File: src/rtl/bus_arbiter_8x1.sv
// Round-robin 8:1 bus arbiter with packet-locked grants, zero-gap handover
// and an idle watchdog that reclaims the bus from a stalled owner.
module bus_arbiter_8x1 #(
  parameter int unsigned TIMEOUT = 16
) (
  input  logic       clk,
  input  logic       rst_n,
  input  logic [7:0] req,
  input  logic [7:0] last,
  input  logic       bus_ready,
  output logic [2:0] select,
  output logic [7:0] grant,
  output logic       bus_valid,
  output logic       bus_last,
  output logic       busy,
  output logic       abort
);

  localparam int unsigned NREQ = 8;
  localparam int unsigned SW   = 3;
  localparam int unsigned CW   = (TIMEOUT > 1) ? $clog2(TIMEOUT) : 1;

  typedef enum logic {IDLE, OWNED} state_t;

  state_t         state, state_n;
  logic [SW-1:0]  ptr, ptr_n;
  logic [SW-1:0]  select_n;
  logic [NREQ-1:0] grant_n;
  logic           abort_n;
  logic [CW-1:0]  cnt, cnt_n;

  logic [NREQ-1:0] cand;
  logic            found;
  logic [SW-1:0]   win;
  logic [SW-1:0]   idx;
  logic            owner_req;
  logic            rel_last;
  logic            rel_timeout;

  assign busy      = (state == OWNED);
  assign owner_req = req[select];
  assign bus_valid = busy & owner_req;
  assign bus_last  = busy & owner_req & last[select];

  // Rotating priority search; the current owner is masked so a release hands over.
  always_comb begin
    cand  = req & ~grant;
    found = 1'b0;
    win   = ptr;
    idx   = ptr;
    for (int i = 0; i < NREQ; i++) begin
      idx = ptr + SW'(i);
      if (!found && cand[idx]) begin
        found = 1'b1;
        win   = idx;
      end
    end
  end

  assign rel_last    = bus_valid & bus_ready & bus_last;
  assign rel_timeout = busy & ~owner_req & (cnt == CW'(TIMEOUT - 1));

  // Next-state and registered-output logic.
  always_comb begin
    state_n  = state;
    ptr_n    = ptr;
    select_n = select;
    grant_n  = grant;
    abort_n  = 1'b0;
    cnt_n    = cnt;
    case (state)
      IDLE: begin
        if (found) begin
          state_n  = OWNED;
          select_n = win;
          grant_n  = NREQ'(1) << win;
          ptr_n    = win + SW'(1);
          cnt_n    = '0;
        end
      end
      OWNED: begin
        if (rel_last || rel_timeout) begin
          abort_n = rel_timeout & ~rel_last;
          cnt_n   = '0;
          if (found) begin
            select_n = win;
            grant_n  = NREQ'(1) << win;
            ptr_n    = win + SW'(1);
          end else begin
            state_n  = IDLE;
            select_n = '0;
            grant_n  = '0;
          end
        end else if (owner_req) begin
          cnt_n = '0;
        end else begin
          cnt_n = cnt + CW'(1);
        end
      end
      default: state_n = IDLE;
    endcase
  end

  always_ff @(posedge clk or negedge rst_n) begin
    if (!rst_n) begin
      state  <= IDLE;
      ptr    <= '0;
      select <= '0;
      grant  <= '0;
      abort  <= 1'b0;
      cnt    <= '0;
    end else begin
      state  <= state_n;
      ptr    <= ptr_n;
      select <= select_n;
      grant  <= grant_n;
      abort  <= abort_n;
      cnt    <= cnt_n;
    end
  end

endmodule

File: config.mk
export PLATFORM = sky130hd
export DESIGN_NAME = bus_arbiter_8x1
export DESIGN_NICKNAME = d
export VERILOG_FILES = /design/src/rtl/bus_arbiter_8x1.sv
export SDC_FILE = /design/constraint.sdc
export NUM_CORES = 1
export LEC_CHECK = 0
export ABC_AREA = 1
export CAP_MARGIN = 10
export CORE_MARGIN = 8
export CORE_UTILIZATION = 57
export CTS_CLUSTER_DIAMETER = 60
export DETAILED_ROUTE_END_ITERATION = 16
export GPL_TIMING_DRIVEN = 0
export PLACE_DENSITY = 0.91
export SLEW_MARGIN = 20
export SYNTH_ARGS = -nofsm -noshare
export SYNTH_HDL_FRONTEND = slang
export SYNTH_SLANG_ARGS = --single-unit
File: constraint.sdc
create_clock -name clk -period 4.6 [get_ports clk]
set_input_delay 1.15 -clock clk [delete_from_list [all_inputs] [get_ports clk]]
set_output_delay 1.15 -clock clk [all_outputs]
set_load 0.02 [all_outputs]
### Word-level counts from Yosys, hierarchy flattened

Cells that the tools add are included.

| storage, ports and cells | value |
|---|---|
| bits in registers | 20 |
| bits of input ports | 19 |
| output and inout bits | 15 |
| word-level logic and storage cells | 111 |

| cells by class | value |
|---|---|
| add/sub/neg operators | 9 |
| $lt $le $gt $ge | 9 |
| equal/unequal tests | 3 |
| shift operators | 1 |
| mux-type cells | 55 |
| bitwise logic cells | 12 |
| reduce and logical (&&, ||, !) cells | 16 |

Operators with widths:

| kind | count |
|---|---|
| < comparator 3 x 4 -> 1 bit, second input constant | 9 |
| 2-to-1 mux 3 bit | 12 |
| binary-select mux 1 bit (select 3 bit) | 10 |
| 2-to-1 mux 8 bit | 3 |
| 2-to-1 mux 1 bit | 22 |
| case mux 8 bit (2 select lines) | 1 |
| adder 3 bit, second input constant | 4 |
| 2-to-1 mux 4 bit | 3 |
| case mux 3 bit (2 select lines) | 2 |
| bitwise AND 8 bit | 1 |
| inverter 8 bit | 1 |
| case mux 4 bit (2 select lines) | 1 |
| << shifter 1 x 3 -> 8 bit, first input constant | 1 |
| bitwise AND 1 bit | 7 |
| logical AND 1 bit | 7 |
| logical NOT 1 bit | 7 |
| adder 3 x 1 -> 3 bit, second input constant | 2 |
| adder 3 x 2 -> 3 bit, second input constant | 2 |
| adder 4 x 1 -> 4 bit, second input constant | 1 |
| == test 4 bit, second input constant | 1 |
| inverter 1 bit | 3 |
| inequality test 2 x 1 -> 1 bit, second input constant | 1 |
| inequality test 2 bit, second input constant | 1 |
| case mux 1 bit (2 select lines) | 1 |
| 2 further kinds | 2 |

### Depth between registers and ports, before layout

Gate-level depths: netlist (run 1).

| depth | value |
|---|---|
| depth in word-level cells | 30 |
| depth in mapped cells | 23 |
| depth with buffers taken out | 22 |

### Worst setup path before layout (run 1)

Ideal clock, no wire load.

| timing path | value |
|---|---|
| kind | input to output |
| from | input port req[6] |
| to | output port bus_last |
| arrival | 1,964 ps |
| data required time | 3,450 ps |
| path slack | 1,486 ps |
| cell stages on the path | 6 |
| path buffers | 0 |
| path through | o21ai_0 o22ai_1 nand2_1 nand2_1 nand2_1 nor2_1 |

| between the ends | value |
|---|---|
| cells in the longest elaborated chain, start to end | 4 |

Ends and longest elaborated chain:

| what | line | text |
|---|---|---|
| from (decl) | 8 | `input logic [7:0] req,` |
| binary-select mux 1 bit (select 3 bit) | 41 | `assign owner_req = req[select];` |
| 2-to-1 mux 1 bit (implied by the code) | 41 |  |
| bitwise AND 1 bit (2 in a row) | 43 | `assign bus_last = busy & owner_req & last[select];` |
| to (decl) | 14 | `output logic bus_last,` |

No other way between the ends. The select of a mux whose other input is x is not followed.

### Worst setup path after layout (run 1)

Same ends and word-level chain as after synthesis.

==> results.yml, run 1 <==
synthesis:
  synth_edf_count: 0
  synthMuxAreaShare_pct: 0
  yosys_warnings: 0
  synth-xor-area-share_pct: 3.608
  synth_async_sr_flop_share_pct: 100.0
  synth_fa_ha_area_share_pct: 3.222
  synth-compound-area-share_pct: 9.923
  synth_top_area_share_pct: 25.77
  postSynthCellCount: 286
  syn-cell-area_um2: 1942
  synth-simple-area-share_pct: 47.68
  synth-seq-area-share_pct: 25.77
  synth_seq_cells: 20
  synth_area_per_cell_um2: 6.790
  synth_cell_types: 37
  synth_top_flop_cell: "dfrtp_1"
  synth_top_family_by_area: "simple AND/OR/NAND/NOR gates"
  ys_top_cells_by_area: "dfrtp_1 (26%), nand2_1 (16%), nand3_1 (13%)"
  yosysTopAreaCell: "dfrtp_1"
  synthesis.nets: 310
cts:
  worstSkewPairLatency_ps: 300
  cts_resized: 0
  holdBufCountCts: 0
  cts_buffers: 3
  clockBufferDepth: 2
  cts_tree: "built"
  postCtsSetupBuffers: 0
  cts_num_sinks: 20
  htree_levels: 1
  clkTransAtPathRegs_ps: 100
  root_buffer: "clkbuf_4"
drt:
  drc: 0
  routedWlPerCell_um: 14.04
  drt_pass1_iterations: 4
  drt.antenna.violating_nets: 0
  routed_wl_um: 5168
  vias: 2017
  via_per_inst: 5.481
  drt-initial-drc-count: 116
timing:
  rsz0062_at_grt: "false"
  final.setup_skew_ps: 1.748
  fin_tns_setup_ps: 0
  fin_crit_ps: 4243
  fmax_mhz: 235.7
  tightest_slew_ps: 861.0
  drv_slew: 0
  setup_viol: 0
  relSlewSlack_pct: 42.42
  hold_violations: 0
  min_period_over_period_pct: 92.24
global_routing:
  grt_pass1_wl_um: 8935
  grt_max_degree: 21
  grt_pass1_vias: 2088
  overflow: 0
  grtUsageTotal_pct: 20.29
  antenna_found_initial: 0
critical_path:
  worstPathRequired_ps: 3450
  r2r-end: "ptr[2]"
  critical_path.top_delay_family: "buffers and inverters"
  crit_chain: "clkdlybuf4s50_1, o21ai_0, o22ai_1, nand2_1, nand2_1, nand2_1, nor2_1, clkdlybuf4s50_1"
  reg2reg_slack_ps: 1480
  r2r_cells: 17
  crit_top_cell: "nand2_1"
  start_kind: "primary input"
  arrival_ps: 3090
  crit_start: "req[6]"
  cp_num_buf_inv: 2
  cp-end-kind: "output port"
  r2r_start: "ptr[1]"
  crit_fanout: 5
  critical_path_class: "in2out"
  max_stage_delay_ps: 640
  cp.depth: 8
  crit_path_top_delay_cell: "clkdlybuf4s50_1"
  cp-endpoint: "bus_last"
run:
  max-cap-violations: 0
placement:
  dp_hpwl_um: 4255
  io_buffer_count: 33
  place.gp.congestion: 0.9338
die:
  ios: 34
  num_rows: 21
  die_w_um: 74.37
  die_h_um: 74.37
  dieArea_um2: 5530
  coreArea_um2: 3311
  initial_core_util_pct: 58.65
cells_and_area:
  layout_commonest_cell: "nand2_1"
  nFillCells: 288
  area_growth_syn_to_layout_pct: 21.13
  nets: 348
  drive_gt1_share_pct: 16.77
  final_cell_mix: "nand2_1 (85), nand3_1 (51), clkdlybuf4s50_1 (33)"
  diodes: 0
hold_path:
  hp-class: "reg2reg"
run_status:
  status: "completed"
## worst register-to-register path: stages, from the launching register on
cell and delay, ps:
dfrtp_1 380, buf_2 220, inv_2 120, ha_1 440, inv_2 140, nand3_1 140, nand2_1 100, o21bai_2 290
inv_2 70, nor2_1 190, nand2_1 120, nand2_1 80, nand2_1 50, nand2_1 140, nand2_2 120, ha_1 310
nand2_1 70, o21ai_1 50
## layout make-up
class                   instances  area, um^2  area share (%)
flip-flops and latches         20       500.5           21.28
inverters                      37       142.6           6.064
plain buffers                   6       47.55           2.021
repair buffers                 33       330.3           14.04
multi-input cells             223        1251           53.19
clock buffers                   3       22.52          0.9574
well taps                      46       57.56           2.447
## state kept, by name, summed over array words and instances, names as in the netlist
register	count
grant	8
busy	1
select	3
cnt	4
abort	1
ptr	3
## cells in the mapped netlist (3+ instances only)
cell type  number
nand2_2         9
nand3_1        51
o22ai_1         3
nand3_2        10
ha_1            5
nor2_4          6
inv_1          24
nor2_1         12
a21oi_1         5
o21ai_0         3
nand4_1         6
nand2_1        85
o21ai_1         8
inv_2          10
dfrtp_1        20
## per-stage QoR
step           utilization [%]  hold WS (ps)  std cells  setup slack (ps)  cell area, um^2
2_1_floorplan                -         479.9        286              1486             1942
3_3_place_gp             70.37         493.3        365             410.4             2330
3_5_place_dp             70.37         506.1        365             368.8             2330
4_1_cts                  71.05         529.3        368             358.1             2352
5_1_grt                  71.05         541.0        368             178.8             2352
6_report                 71.05         528.0        368             357.1             2352
## routing by layer
layer | GRT usage, % | up-vias | part of all wire (%)
li1 | - | 1017 | -
met4 | 8.261 | 0 | 1.4
met1 | 24.29 | 936 | 44
met5 | 0 | - | 0
met3 | 3.235 | 9 | 5.6
met2 | 34.95 | 55 | 49
## how the worst min path moves through the flow
stage	cells past startpoint	slack (ps)	end	from
after global routing	1	540	cnt[0]	cnt[0]
after CTS	1	530	cnt[0]	cnt[0]
after floorplan	1	480	cnt[0]	cnt[0]
final	1	530	cnt[0]	cnt[0]
after global placement	2	490	grant[1]	grant[1]
after detailed placement	2	510	grant[2]	grant[2]
## cells by family (layout without fill, tap and decap cells)
family / Yosys count / after routing
DFF: 20 / 20
AOI/OAI and AO/OA: 30 / 30
xor gates and xnor gates: 5 / 5
adders and majority gates: 5 / 5
buffers and inverters: 43 / 79
and+or+nand+nor: 183 / 183
Power of run 1 is left out: the tool's default activity adds up to more than one toggle a clock period on the data nets, which glitch-free logic cannot reach.
==> inputs of run 2 (changes only) <==
ABC_AREA = default   (was 1)
CORE_UTILIZATION = 58   (was 57)
PLACE_DENSITY = 0.92   (was 0.91)
==> results.yml, run 2 <==
run_status:
  status: "completed"
timing:
  fin_tns_setup_ps: 0
  fin_crit_ps: 4427
  tightest_slew_ps: 901.1
  rsz0062_at_grt: "false"
  final.setup_skew_ps: 2.098
  fmax_mhz: 225.9
  setup_viol: 0
  relSlewSlack_pct: 39.74
  hold_violations: 0
  min_period_over_period_pct: 96.24
  drv_slew: 0
cells_and_area:
  reg_top3: "grant x8, cnt x4"
  nFillCells: 245
  area_growth_syn_to_layout_pct: 22.39
  multi_input_area_um2: 1415
  nets: 274
  layout_commonest_cell: "clkdlybuf4s50_1"
  seq_area_um2: 500.5
  drive_gt1_share_pct: 12.45
  diodes: 0
  fin_area_um2: 2435
  largest_reg_flops: 8
  regMostFlops: "grant"
  final_cell_mix: "clkdlybuf4s50_1 (33), nand2_1 (20), dfrtp_1 (20)"
cts:
  clockBufferDepth: 2
  clkTransAtPathRegs_ps: 120
  cts_tree: "built"
  postCtsSetupBuffers: 0
  cts_buffers: 3
  cts_resized: 0
  worstSkewPairLatency_ps: 310
  root_buffer: "clkbuf_4"
  holdBufCountCts: 0
  cts_num_sinks: 20
  htree_levels: 1
synthesis:
  synth_async_sr_flop_share_pct: 100.0
  synth_cell_types: 49
  synthesis.nets: 237
  ys_top_cells_by_count: "dfrtp_1 (20), nand2_1 (20), mux2i_1 (19), nor2b_1 (14)"
  synth_top_flop_cell: "dfrtp_1"
  yosysTopAreaCell: "dfrtp_1"
  synth_seq_cells: 20
  synth_top_area_share_pct: 25.16
  ys_top_cells_by_area: "dfrtp_1 (25%), mux4_2 (14%), mux2i_1 (9.6%)"
  postSynthCellCount: 213
  yosys_warnings: 0
  synth_area_per_cell_um2: 9.340
  synth-seq-area-share_pct: 25.16
  synth_edf_count: 0
  syn-cell-area_um2: 1989
critical_path:
  cp-endpoint: "ptr[2]"
  arrival_ps: 4630
  r2r_cells: 13
  cp_num_buf_inv: 2
  crit_fanout: 7
  critical_path_class: "in2reg"
  worstPathRequired_ps: 4800
  crit_path_top_delay_cell: "mux4_2"
  r2r-end: "ptr[2]"
  critical_path.top_delay_family: "multiplexers"
  max_stage_delay_ps: 540
  reg2reg_slack_ps: 380
  r2r_start: "ptr[1]"
  start_kind: "primary input"
  cp-end-kind: "flip-flop"
  crit_start: "req[1]"
  crit_top_cell: "nor2b_1"
  cp.depth: 12
  crit_chain: "clkdlybuf4s50_1, nor2b_1, mux2_4, mux4_2, or2_1, buf_2, nor4b_2, o31ai_1, a21oi_4, nor2b_1, ha_1, mux2_1"
placement:
  dp_hpwl_um: 4573
  place.gp.congestion: 0.9740
  io_buffer_count: 33
  place_area_um2: 2377
global_routing:
  grt_pass1_vias: 1961
  grtUsageTotal_pct: 21.67
  grt_max_degree: 21
  antenna_found_initial: 0
  grt_pass1_wl_um: 9294
  overflow: 0
die:
  num_rows: 21
  initial_core_util_pct: 60.09
  die_w_um: 74.57
  coreArea_um2: 3311
  ios: 34
  die_h_um: 74.57
  dieArea_um2: 5560
hold_path:
  min_from: "cnt[3]"
  hp-class: "reg2reg"
drt:
  drt.antenna.violating_nets: 0
  drc: 0
  routed_wl_um: 5560
  drt-initial-drc-count: 170
  vias: 1898
  drt_pass1_iterations: 4
  routedWlPerCell_um: 18.85
  via_per_inst: 6.434
run:
  max-cap-violations: 0
[run 2: cell types whose count changed after synthesis, moves of 8 or more]
cell / delta
inv_1: -18
inv_2: -9
mux2i_1: +19
mux4_2: +12
nand2_1: -65
nand2_2: -9
nand2b_1: +8
nand3_1: -44
nand3_2: -10
nor2b_1: +14
o21ai_0: +9
[run 2: layout make-up]
type                    instances  area share, %
clock buffers                   3         0.9250
multi-input cells             175          58.12
repair buffers                 33          13.57
clock inverters                 1          1.233
well taps                      46          2.364
flip-flops and latches         20          20.55
plain buffers                  10          2.158
inverters                       7          1.079
[run 2: worst min-delay path by stage]
stage / end / slack [ps] / depth (start not counted)
floorplan: cnt[3] / 450 / 1
global placement: cnt[3] / 470 / 1
detailed placement: cnt[3] / 490 / 1
CTS: cnt[3] / 510 / 1
global route: cnt[3] / 520 / 1
finish: cnt[3] / 520 / 1
[run 2: logic make-up after synthesis]
group                      synth area share [%]
DFF                                       25.16
and+or+nand+nor                           21.07
xor gates and xnor gates                  2.202
adders and majority gates                 3.145
buffers and inverters                     4.088
muxes                                     25.03
AOI/OAI and AO/OA                         19.31
[run 2: through the flow]
stage / hold WS [ps] / setup slack, ps / instances / util (%)
global placement: 471.7 / -177.4 / 292 / 71.81
detailed placement: 494.7 / -205.7 / 292 / 71.81
CTS: 511.8 / 15.10 / 296 / 73.39
floorplan: 445.5 / 612.8 / 213 / -
finish: 522.1 / 173.0 / 295 / 73.55
global route: 517.7 / 10.63 / 295 / 73.55
[run 2: metal layers]
| metal | GRT usage (%) | up-vias | wire, um | share of wire, % |
|---|---|---|---|---|
| met5 | 0 | - | 0 | 0 |
| met4 | 9.565 | 0 | 161 | 2.9 |
| met3 | 3.908 | 17 | 379 | 6.8 |
| met2 | 36.69 | 85 | 2793 | 50 |
| met1 | 26.03 | 914 | 2225 | 40 |
| li1 | - | 882 | - | - |
Power of run 2 is left out for the same reason.
==> inputs of run 3 (changes only) <==
HOLD_SLACK_MARGIN = 0.05   (was default)
==> results of run 3 <==
No change in the layout: final DEF, timing and power equal those of run 2.
Power of run 3 is left out for the same reason.
